--- src/rtl/booth2_mul_seq_pkg.sv ---
// Shared definitions for the radix-4 Booth multiply sequencer: FSM encoding, digit count, select codes.
package booth2_mul_seq_pkg;

    localparam int NDIG  = 17;
    localparam int CNT_W = 5;

    typedef enum logic [1:0] {
        ST_IDLE = 2'd0,
        ST_MUL  = 2'd1,
        ST_FIN  = 2'd2
    } state_t;

    // Booth-2 select codes: {M[2], M[1], M[0]} of the current digit window
    localparam logic [2:0] SEL_ZERO_P = 3'b000;
    localparam logic [2:0] SEL_P1_A   = 3'b001;
    localparam logic [2:0] SEL_P1_B   = 3'b010;
    localparam logic [2:0] SEL_P2     = 3'b011;
    localparam logic [2:0] SEL_M2     = 3'b100;
    localparam logic [2:0] SEL_M1_A   = 3'b101;
    localparam logic [2:0] SEL_M1_B   = 3'b110;
    localparam logic [2:0] SEL_ZERO_N = 3'b111;

endpackage

--- src/rtl/booth2_mul_seq_if.sv ---
// Request/response bundle between the issue logic (master) and the multiply sequencer (slave).
interface booth2_mul_seq_if ();
    logic        start;
    logic        signed_op;
    logic        accum_op;
    logic [31:0] mcand;
    logic [31:0] mplier;
    logic [63:0] addend;
    logic        busy;
    logic        done;
    logic [63:0] result;

    modport master (
        output start, signed_op, accum_op, mcand, mplier, addend,
        input  busy, done, result
    );

    modport slave (
        input  start, signed_op, accum_op, mcand, mplier, addend,
        output busy, done, result
    );
endinterface

--- src/rtl/booth2_mul_seq_ppselect.sv ---
// Booth-2 partial-product selector: picks 0/+-MC/+-2MC; negatives are 1's complement with cin=1.
// Latency: combinational.  Backpressure: none.
// Flow: pure function of mcand/sel, no handshake.
module ppselect
    import booth2_mul_seq_pkg::*;
(
    input  logic [32:0] mcand,
    input  logic [2:0]  sel,
    output logic [33:0] pp,
    output logic        cin
);

    logic [33:0] mag;

    always_comb begin
        mag = '0;
        case (sel)
            SEL_P1_A, SEL_P1_B, SEL_M1_A, SEL_M1_B: mag = {mcand[32], mcand};
            SEL_P2, SEL_M2:                         mag = {mcand, 1'b0};
            default:                                mag = '0;
        endcase
        // 3'b111 yields ~0 + 1 = 0, matching 3'b000
        pp  = sel[2] ? ~mag : mag;
        cin = sel[2];
    end

endmodule

--- src/rtl/booth2_mul_seq.sv ---
// Iterative radix-4 Booth multiply/accumulate, one digit per clock, 64-bit registered result.
// Latency: 18 edges start->done; with MUL_EARLY_TERM_EN, k+1 edges for k digits consumed.
// Backpressure: none; start is only sampled in IDLE (including the done cycle), never queued.
module booth2_mul_seq
    import booth2_mul_seq_pkg::*;
(
    input  logic             clk,
    input  logic             nreset,
    booth2_mul_seq_if.slave  bus
);

    state_t             state_q,  state_d;
    logic [32:0]        mc_q,     mc_d;
    logic [34:0]        m_q,      m_d;
    logic [34:0]        s_q,      s_d;
    logic [33:0]        l_q,      l_d;
    logic [CNT_W-1:0]   cnt_q,    cnt_d;
    logic [63:0]        addend_q, addend_d;
    logic               accum_q,  accum_d;
    logic [63:0]        result_q, result_d;
    logic               done_q,   done_d;
    logic               busy_q,   busy_d;

    logic [33:0]        pp;
    logic               cin;
    logic [34:0]        sum;
    logic [63:0]        prod;

    ppselect u_ppselect (
        .mcand (mc_q),
        .sel   (m_q[2:0]),
        .pp    (pp),
        .cin   (cin)
    );

`ifdef MUL_EARLY_TERM_EN
    logic [CNT_W-1:0]   rem;
    logic [5:0]         shamt;
`endif

    always_comb begin
        sum = s_q + {pp[33], pp} + {34'b0, cin};

`ifdef MUL_EARLY_TERM_EN
        // Unconsumed digits are all zero; realign {S,L} as if they had been shifted in
        rem   = CNT_W'(NDIG) - cnt_q;
        shamt = {rem, 1'b0};
        prod  = 64'($signed({s_q, l_q}) >>> shamt);
`else
        prod  = 64'({s_q, l_q});
`endif

        state_d  = state_q;
        mc_d     = mc_q;
        m_d      = m_q;
        s_d      = s_q;
        l_d      = l_q;
        cnt_d    = cnt_q;
        addend_d = addend_q;
        accum_d  = accum_q;
        result_d = result_q;
        done_d   = 1'b0;

        case (state_q)
            ST_IDLE: begin
                if (bus.start) begin
                    mc_d     = {bus.signed_op & bus.mcand[31], bus.mcand};
                    m_d      = {{2{bus.signed_op & bus.mplier[31]}}, bus.mplier, 1'b0};
                    s_d      = '0;
                    l_d      = '0;
                    cnt_d    = '0;
                    addend_d = bus.addend;
                    accum_d  = bus.accum_op;
                    state_d  = ST_MUL;
                end
            end
            ST_MUL: begin
                s_d   = {sum[34], sum[34], sum[34:2]};
                l_d   = {sum[1:0], l_q[33:2]};
                m_d   = {m_q[34], m_q[34], m_q[34:2]};
                cnt_d = cnt_q + CNT_W'(1);
                if (cnt_d == CNT_W'(NDIG)) begin
                    state_d = ST_FIN;
                end
`ifdef MUL_EARLY_TERM_EN
                else if ((m_d == '0) || (&m_d)) begin
                    state_d = ST_FIN;
                end
`endif
            end
            ST_FIN: begin
                result_d = prod + (accum_q ? addend_q : 64'b0);
                done_d   = 1'b1;
                state_d  = ST_IDLE;
            end
            default: begin
                state_d = ST_IDLE;
            end
        endcase

        busy_d = (state_d != ST_IDLE);
    end

    always_ff @(posedge clk or negedge nreset) begin
        if (!nreset) begin
            state_q  <= ST_IDLE;
            mc_q     <= '0;
            m_q      <= '0;
            s_q      <= '0;
            l_q      <= '0;
            cnt_q    <= '0;
            addend_q <= '0;
            accum_q  <= 1'b0;
            result_q <= '0;
            done_q   <= 1'b0;
            busy_q   <= 1'b0;
        end else begin
            state_q  <= state_d;
            mc_q     <= mc_d;
            m_q      <= m_d;
            s_q      <= s_d;
            l_q      <= l_d;
            cnt_q    <= cnt_d;
            addend_q <= addend_d;
            accum_q  <= accum_d;
            result_q <= result_d;
            done_q   <= done_d;
            busy_q   <= busy_d;
        end
    end

    assign bus.busy   = busy_q;
    assign bus.done   = done_q;
    assign bus.result = result_q;

endmodule

--- src/flat_wrapper.sv ---
// flat-port wrapper written by rule: the top's interface ports become plain ports
module booth2_mul_seq_flat import booth2_mul_seq_pkg::*;
  (clk, nreset, bus_start, bus_signed_op, bus_accum_op, bus_mcand, bus_mplier, bus_addend, bus_busy, bus_done, bus_result);
  booth2_mul_seq_if bus_i ();
  input  logic clk;
  input  logic nreset;
  input wire logic [$bits(bus_i.start)-1:0] bus_start;
  input wire logic [$bits(bus_i.signed_op)-1:0] bus_signed_op;
  input wire logic [$bits(bus_i.accum_op)-1:0] bus_accum_op;
  input wire logic [$bits(bus_i.mcand)-1:0] bus_mcand;
  input wire logic [$bits(bus_i.mplier)-1:0] bus_mplier;
  input wire logic [$bits(bus_i.addend)-1:0] bus_addend;
  output wire logic [$bits(bus_i.busy)-1:0] bus_busy;
  output wire logic [$bits(bus_i.done)-1:0] bus_done;
  output wire logic [$bits(bus_i.result)-1:0] bus_result;
  assign bus_i.start = bus_start;
  assign bus_i.signed_op = bus_signed_op;
  assign bus_i.accum_op = bus_accum_op;
  assign bus_i.mcand = bus_mcand;
  assign bus_i.mplier = bus_mplier;
  assign bus_i.addend = bus_addend;
  assign bus_busy = bus_i.busy;
  assign bus_done = bus_i.done;
  assign bus_result = bus_i.result;
  booth2_mul_seq u_core (.clk(clk), .nreset(nreset), .bus(bus_i));
endmodule
--- config.mk ---
export PLATFORM = sky130hd
export DESIGN_NAME = booth2_mul_seq_flat
export DESIGN_NICKNAME = d
export VERILOG_FILES = /design/src/rtl/booth2_mul_seq_pkg.sv /design/src/rtl/booth2_mul_seq_if.sv /design/src/rtl/booth2_mul_seq_ppselect.sv /design/src/rtl/booth2_mul_seq.sv /design/src/flat_wrapper.sv
export SDC_FILE = /design/constraint.sdc
export NUM_CORES = 1
export LEC_CHECK = 0
export ABC_AREA = 1
export CORE_MARGIN = 1
export CORE_UTILIZATION = 44
export CTS_CLUSTER_DIAMETER = 50
export DETAILED_ROUTE_END_ITERATION = 6
export PLACE_DENSITY = 0.7
export SLEW_MARGIN = 20
export SYNTH_ARGS = -nofsm -noshare
export SYNTH_HDL_FRONTEND = slang
export SYNTH_SLANG_ARGS = --single-unit
--- constraint.sdc ---
create_clock -name clk -period 5.3 [get_ports clk]
set_input_delay 0.795 -clock clk [delete_from_list [all_inputs] [get_ports clk]]
set_output_delay 0.795 -clock clk [all_outputs]
set_load 0.01 [all_outputs]
# Yosys cells after proc, flatten, opt, wreduce, memory -nomap -nowiden
# Index checks and enable logic that the tools add are counted.
dict set report op_classes {
  add_sub_neg 4
  n_mul 0
  n_div 0
  n_lt_le_gt_ge 0
  n_eq_ne 10
  shift 0
  n_mux 15
  bitwise 4
  reduce_logical 8
}
# cell count
set op_table {}
lappend op_table {{$pmux 35 s2} 2}
lappend op_table {{$pmux 34 s2} 2}
lappend op_table {{$mux 35} 2}
lappend op_table {{$mux 34} 2}
lappend op_table {{$add 64x64->64} 1}
lappend op_table {{$mux 64} 1}
lappend op_table {{$add 35x1->35} 1}
lappend op_table {{$add 35x35->35} 1}
lappend op_table {{$not 34->34} 1}
lappend op_table {{$pmux 5 s2} 1}
lappend op_table {{$eq 3x3->1 const B} 3}
lappend op_table {{$eq 3x2->1 const B} 2}
lappend op_table {{$add 5x1->5 const B} 1}
lappend op_table {{$eq 5x5->1 const B} 1}
lappend op_table {{$mux 5} 1}
lappend op_table {{$mux 2} 2}
lappend op_table {{$pmux 2 s2} 1}
lappend op_table {{$reduce_and 2->1} 2}
lappend op_table {{$reduce_bool 2->1} 2}
lappend op_table {{$reduce_or 4->1} 1}
lappend op_table {{$eq 3x1->1 const B} 1}
lappend op_table {{$reduce_and 3->1} 1}
lappend op_table {{$and 1x1->1} 2}
lappend op_table {{$eq 2x1->1 const B} 1}
lappend op_table {{6 further kinds} 6}
dict set report totals {
  reg_bits 275
  latch_bits 0
  ram_bits 0
  romBits 0
  mem_count 0
}

# Depth between registers and ports, before layout
dict set report depth {
  word_depth 8
  depth_mapped 21
  mapped_depth_nobuf 21
}

# Cells and area by module
# A second synthesis with hierarchy kept.
dict set report hier_totals {
  cells_unflattened 3159
  area_unflattened_um2 20116.8
}
# mod n_inst cells_per_inst area_each_um2 seq_area_each_um2
set by_module_without_submodules {}
lappend by_module_without_submodules {booth2_mul_seq 1 2919 18735.5 6831.6}
lappend by_module_without_submodules {ppselect 1 240 1381.3 0.0}

# Worst setup path after synthesis
# No wires, ideal clock.
dict set report synth_timing {
  kind {register to register}
  startpoint {register u_core.m_q[2]}
  endpoint {register u_core.s_q[21]}
  setup_time_ns 0.118
  arrival_ns 2.581
  required_time_ns 5.182
  setup_slack_ns 2.601
  stages_incl_launch_ff 20
  n_path_buf 2
  cell_sequence {dfrtp_1 -> buf_2 -> inv_2 -> nand2_1 -> nand2_1 -> buf_1 -> o22ai_1 -> xor2_1 -> ha_1 -> a21o_1 -> a21boi_1 -> nand2_2 -> nand2_1 -> nand2_2 -> nand2_1 -> nand2_1 -> nand2_1 -> nand3_1 -> nand3_1 -> nand2_1}
}
dict set report synth_via {
  elab_chain_len 8
  elab_cells_between_ends 14
}
# item line_no
set synth_lines {}
lappend synth_lines {{start: declaration} booth2_mul_seq.sv:14} ;# logic [34:0] m_q, m_d;
lappend synth_lines {{start signal: assignment} booth2_mul_seq.sv:120} ;# m_q <= m_d;
lappend synth_lines {{$eq 3x1->1, or another cell as far along} booth2_mul_seq_ppselect.sv:17} ;# case (sel)
lappend synth_lines {{$reduce_or 4->1 or $reduce_or 2->1 (tied branches)} booth2_mul_seq_ppselect.sv:17}
lappend synth_lines {{$pmux 34 s2} booth2_mul_seq_ppselect.sv:17}
lappend synth_lines {{$not 34->34} booth2_mul_seq_ppselect.sv:23} ;# pp = sel[2] ? ~mag : mag;
lappend synth_lines {{$mux 34} booth2_mul_seq_ppselect.sv:23}
lappend synth_lines {{$add 35x35->35} booth2_mul_seq.sv:42} ;# sum = s_q + {pp[33], pp} + {34'b0, cin};
lappend synth_lines {{$add 35x1->35 (*)} booth2_mul_seq.sv:42}
lappend synth_lines {{$pmux 35 s2 (*)} booth2_mul_seq.sv:64} ;# case (state_q)
lappend synth_lines {{end signal: assignment} booth2_mul_seq.sv:109} ;# s_q <= '0;
lappend synth_lines {{end signal: assignment} booth2_mul_seq.sv:121} ;# s_q <= s_d;
lappend synth_lines {{end: declaration} booth2_mul_seq.sv:15} ;# logic [34:0] s_q, s_d;
# Mark *: on every way between the ends. The rest lies on a longest branch, timed or not.
# A chain may end at the register's enable or synchronous reset.

# Worst setup path after layout
dict set report layout_timing {
  startpoint {register u_core.m_q[2]}
  endpoint {register u_core.s_q[31]}
}
# Same word-level chain as after synthesis.

==> impl_table.tex <==
\begin{tabular}{lr}
\hline
Metric & Value \\
\hline
\multicolumn{2}{l}{\textbf{Power}} \\
\quad Total internal power & 8.05 mW \\
\quad Worst IR drop on VDD & between 300 and 400 uV \\
\quad Gate power share & between 60\% and 70\% \\
\quad Proportion of power drawn by flip-flops and latches & 23.1\% \\
\quad Net switching power figure & just over 8 mW \\
\quad Clock share of power & between 10\% and 20\% \\
\quad PD cells & about 750 mW/mm\^{}2 \\
\quad Sw frac & approximately half \\
\quad Pleak & approximately 11 nW \\
\multicolumn{2}{l}{\textbf{Floorplanning}} \\
\quad Overall die height & just over 200 microns \\
\quad Die footprint & 0.0425 sq mm \\
\quad I/O pin cnt & a little under 200 \\
\quad Initial core utilization & between 40\% and 50\% \\
\quad Standard-cell row count & between 70 and 80 \\
\quad Die span in x & about 210 microns \\
\quad Core Footprint & 0.0409 sq mm \\
\multicolumn{2}{l}{\textbf{Detailed routing}} \\
\quad Antenna-violating nets left & 0 \\
\quad Final routed DRC violation total & 0 \\
\quad Pre-Repair DR Iteration Count & 6 \\
\quad Via count & $\sim$18,000 \\
\quad Detail-routed net length per standard cell & between 15 and 20 microns \\
\quad Initial DRC count & 1,149 \\
\quad Routed vias/inst & between 5 and 6 \\
\quad Final routed wirelength across all metal layers & 56.3 mm \\
\multicolumn{2}{l}{\textbf{STA}} \\
\quad Actual slew at the worst max-slew pin & between 1000 and 1500 ps \\
\quad Hold Vio Cnt, Final & 0 \\
\quad Clock skew after layout & 17.3 ps \\
\quad Post-route clock period utilization & 72.9\% \\
\quad Total Negative Setup Slacks & 0 ps \\
\quad Setup Viol. Count Final & 0 \\
\quad Final Hold Slack & between 200 and 250 ps \\
\quad Max\_slew headroom & between 20\% and 30\% \\
\quad Min cycle time layout & 3860 ps \\
\quad Count of pins over their slew limit & 0 \\
\quad Highest achievable clock rate & about 260 MHz \\
\quad Setup repair after global routing missed its margin & no \\
\multicolumn{2}{l}{\textbf{Yosys}} \\
\quad Mapped Cells & about 2,700 \\
\quad Share of the synthesized area in the top cell type & approximately 37\% \\
\quad Summed instance area of the synthesized netlist & 0.0183 sq mm \\
\quad Async set-reset flop share out of synthesis & 100\% \\
\quad Most instantiated flip-flop cell in the synthesis netlist & sky130\_fd\_sc\_hd\_\_dfrtp\_1 \\
\quad Synth cell count leaders & sky130\_fd\_sc\_hd\_\_nand2\_1 (984), sky130\_fd\_sc\_hd\_\_inv\_1 (324), sky130\_fd\_sc\_hd\_\_dfrtp\_1 (273), sky130\_fd\_sc\_hd\_\_nor2\_1 (158), sky130\_fd\_sc\_hd\_\_a21oi\_1 (156) \\
\quad Leading cell type by number of instances after synthesis & sky130\_fd\_sc\_hd\_\_nand2\_1 \\
\quad Number of flip-flops and latches in the synthesized netlist & between 200 and 300 \\
\quad Distinct cell type count after synthesis & between 40 and 50 \\
\quad Number of nets in the synthesized netlist & about 2,900 \\
\quad Yosys warnings & 0 \\
\quad Count of flip-flops with a built-in enable after synthesis & 0 \\
\quad Mean cell area of the mapped netlist & slightly below 7 sq um \\
\quad Sequential share of the synthesized area & between 30\% and 40\% \\
\quad Leading area contributor after synthesis & sky130\_fd\_sc\_hd\_\_dfrtp\_1 \\
\quad Largest cells by area after synthesis & sky130\_fd\_sc\_hd\_\_dfrtp\_1 (37\%), sky130\_fd\_sc\_hd\_\_nand2\_1 (20\%), sky130\_fd\_sc\_hd\_\_ha\_1 (6.7\%) \\
\multicolumn{2}{l}{\textbf{Global routing}} \\
\quad Antenna violations before repair & 1 \\
\quad Overall overflow remaining after global route & 0 \\
\quad Number of global-route vias before repair & roughly 17,000 \\
\quad Overall fraction of global-route tracks in use & 27.1\% \\
\quad Global-route wire length before repair & roughly 90 mm \\
\quad Pin count of the biggest net entering global routing & roughly 130 \\
\multicolumn{2}{l}{\textbf{Run status}} \\
\quad Outcome & finished clean \\
\multicolumn{2}{l}{\textbf{Finish}} \\
\quad Area taken by multi-input logic gates & just under 0.01 sq mm \\
\quad Fraction of final layout cells sized beyond drive strength 1 & 5.55\% \\
\quad Share of the core filled with cells & between 50\% and 60\% \\
\quad Syn-to-layout area delta & 19.4\% \\
\quad Register cell area after layout & about 0.007 sq mm \\
\quad Final \#Nets & between 3,000 and 4,000 \\
\quad Fillcell total & $\sim$4,100 \\
\quad Area of all placed cells without fillers & 0.0219 sq mm \\
\quad Diode insertion count for antenna repair & 0 \\
\quad Final cell count without fillers & between 3,000 and 4,000 \\
\multicolumn{2}{l}{\textbf{Placement}} \\
\quad RePlAce Congestion & around 0.97 \\
\quad Cell total after placement & approximately 3,400 \\
\quad DPL Wire Length & between 40 and 50 mm \\
\quad Post-Place Cell Area & 0.0208 sq mm \\
\quad IO buf count & 198 \\
\multicolumn{2}{l}{\textbf{CTS}} \\
\quad Post-cts hold buffer count & 0 \\
\quad Clock latency at the later pin of the worst-skew pair & 560 ps \\
\quad H-tree levels & 2 \\
\quad Number of gates given a new drive strength after cts & 0 \\
\quad Maximum clock insertion buffer count & 3 \\
\quad Num Clock Sinks & roughly 270 \\
\quad Cts bufs inserted & 34 \\
\quad CTS Root Cell & sky130\_fd\_sc\_hd\_\_clkbuf\_16 \\
\quad Clock tree from TritonCTS & yes \\
\quad Clock input transition at the sequential cells of the worst setup and hold paths & $\sim$60 ps \\
\quad Setup bufs post-CTS & 0 \\
\multicolumn{2}{l}{\textbf{Setup path}} \\
\quad Arrival time worst endpoint & 4300 ps \\
\quad Crit-path slowest cell & sky130\_fd\_sc\_hd\_\_nand2\_1 \\
\quad Slowest stage delay, CP & 830 ps \\
\quad Crit path max fanout & 33 \\
\quad Worst Setup End Kind & flop \\
\quad Critical path cell sequence & buf\_4, nand2\_1, nand2\_1, o22ai\_1, xor2\_1, ha\_1, inv\_1, nor3\_1, nand2\_1, nor3\_1, nand2\_1, nand2\_1, nand2\_1, nand3\_1, nand2\_1 \\
\quad Required @ worst endpoint & between 5000 and 6000 ps \\
\quad Critical setup path kind & flop to flop \\
\quad Most frequent cell on the critical path & sky130\_fd\_sc\_hd\_\_nand2\_1 \\
\quad Startpoint class of the critical path & flop \\
\multicolumn{2}{l}{\textbf{Min path}} \\
\quad Classification of the worst-slack hold path & primary input to asynchronous set/reset pin \\
\multicolumn{2}{l}{\textbf{Run}} \\
\quad Maximum Capacitance Violations & 0 \\
\hline
\end{tabular}
## area by class of cell
type	instances	area share [%]
Sequential cell	273	31.2
Multi-Input combinational cell	1978	45.0
Inverter	362	6.21
Clock inverter	14	0.743
Tap cell	532	3.04
Timing Repair Buffer	210	9.55
Clock buffer	48	4.22
## registers in the layout (all words and copies together) (netlist names)
name	cells
u_core.bus.busy	1
u_core.l_q	34
u_core.addend_q	64
u_core.mc_q	33
u_core.s_q	33
u_core.cnt_q	5
u_core.bus.done	1
u_core.m_q	35
u_core.state_q	2
u_core.accum_q	1
u_core.bus.result	64
## kinds of logic (layout without fill, tap and decap cells)
kind of cell               after synthesis  count (layout)  synth area share, %
and+or+nand+nor                       1387            1387                 31.0
AOI/OAI and AO/OA                      431             431                 12.9
adders and majority gates              100             100                 6.91
xor gates and xnor gates                60              60                 2.87
buffers and inverters                  439             634                 9.10
DFF                                    273             273                 37.3
## critical path: cells and delay by family (launching register included)
kind | cells | cell delay, ps
adders and majority gates | 1 | 460
buffers and inverters | 2 | 630
xor gates and xnor gates | 1 | 210
and+or+nand+nor | 10 | 1900
DFF | 1 | 360
AOI/OAI and AO/OA | 1 | 180
## path summary, 6_finish.rpt
kind	cells past startpoint	slack (ps)	from	endpoint
worst min-delay path	1	240	nreset	u_core.m_q[19]
worst max register to register	15	1440	u_core.m_q[2]	u_core.s_q[31]
max in group asynchronous	2	3850	nreset	u_core.bus.result[56]
min in group clk	2	470	u_core.addend_q[10]	u_core.addend_q[10]
worst max-delay path	15	1440	u_core.m_q[2]	u_core.s_q[31]
worst min register to register	2	470	u_core.addend_q[10]	u_core.addend_q[10]
## placed cells by master, fill, tap and decap left out, types with 9 or more instances in the layout
master / count
sky130_fd_sc_hd__nand2_2: 19
sky130_fd_sc_hd__xor2_1: 38
sky130_fd_sc_hd__nor2_2: 20
sky130_fd_sc_hd__clkbuf_1: 12
sky130_fd_sc_hd__o21ai_0: 148
sky130_fd_sc_hd__dfrtp_1: 272
sky130_fd_sc_hd__nor2_1: 155
sky130_fd_sc_hd__nand4_1: 10
sky130_fd_sc_hd__o21ai_1: 15
sky130_fd_sc_hd__nand3b_1: 11
sky130_fd_sc_hd__xnor2_1: 22
sky130_fd_sc_hd__buf_4: 11
sky130_fd_sc_hd__clkbuf_16: 34
sky130_fd_sc_hd__nor3_1: 20
sky130_fd_sc_hd__inv_2: 38
sky130_fd_sc_hd__nand3_1: 141
sky130_fd_sc_hd__nand2_1: 983
sky130_fd_sc_hd__inv_1: 323
sky130_fd_sc_hd__clkdlybuf4s50_1: 197
sky130_fd_sc_hd__a21oi_1: 156
sky130_fd_sc_hd__o21bai_1: 13
sky130_fd_sc_hd__ha_1: 98
sky130_fd_sc_hd__o22ai_1: 69
sky130_fd_sc_hd__or2_1: 9
## routing by layer
layer,global-route usage (%),vias to the layer above,part of all wire [%]
met1,38.9,8339,48
met2,42.4,579,44
li1,-,8906,-
met5,0,-,0.023
met4,7.93,2,2.4
met3,3.45,84,6.0
## through the flow
step                power [mW]  setup slack, ps
finish                    16.3             1440
global route              17.8             1080
CTS                       16.2             1470
detailed placement        13.9             1480
global placement          13.7             1500
floorplan                 10.8             2600
## power by group through the flow
stage               Sequential [mW]  Clock (mW)  Combinational (mW)
global placement               3.75           0                9.99
global route                   3.89        2.38                11.5
finish                         3.77        2.26                10.3
detailed placement             3.78           0                10.1
CTS                            3.76        2.31                10.2
floorplan                      3.62           0                7.18
Note: power is estimated with default switching activity, not from simulation.
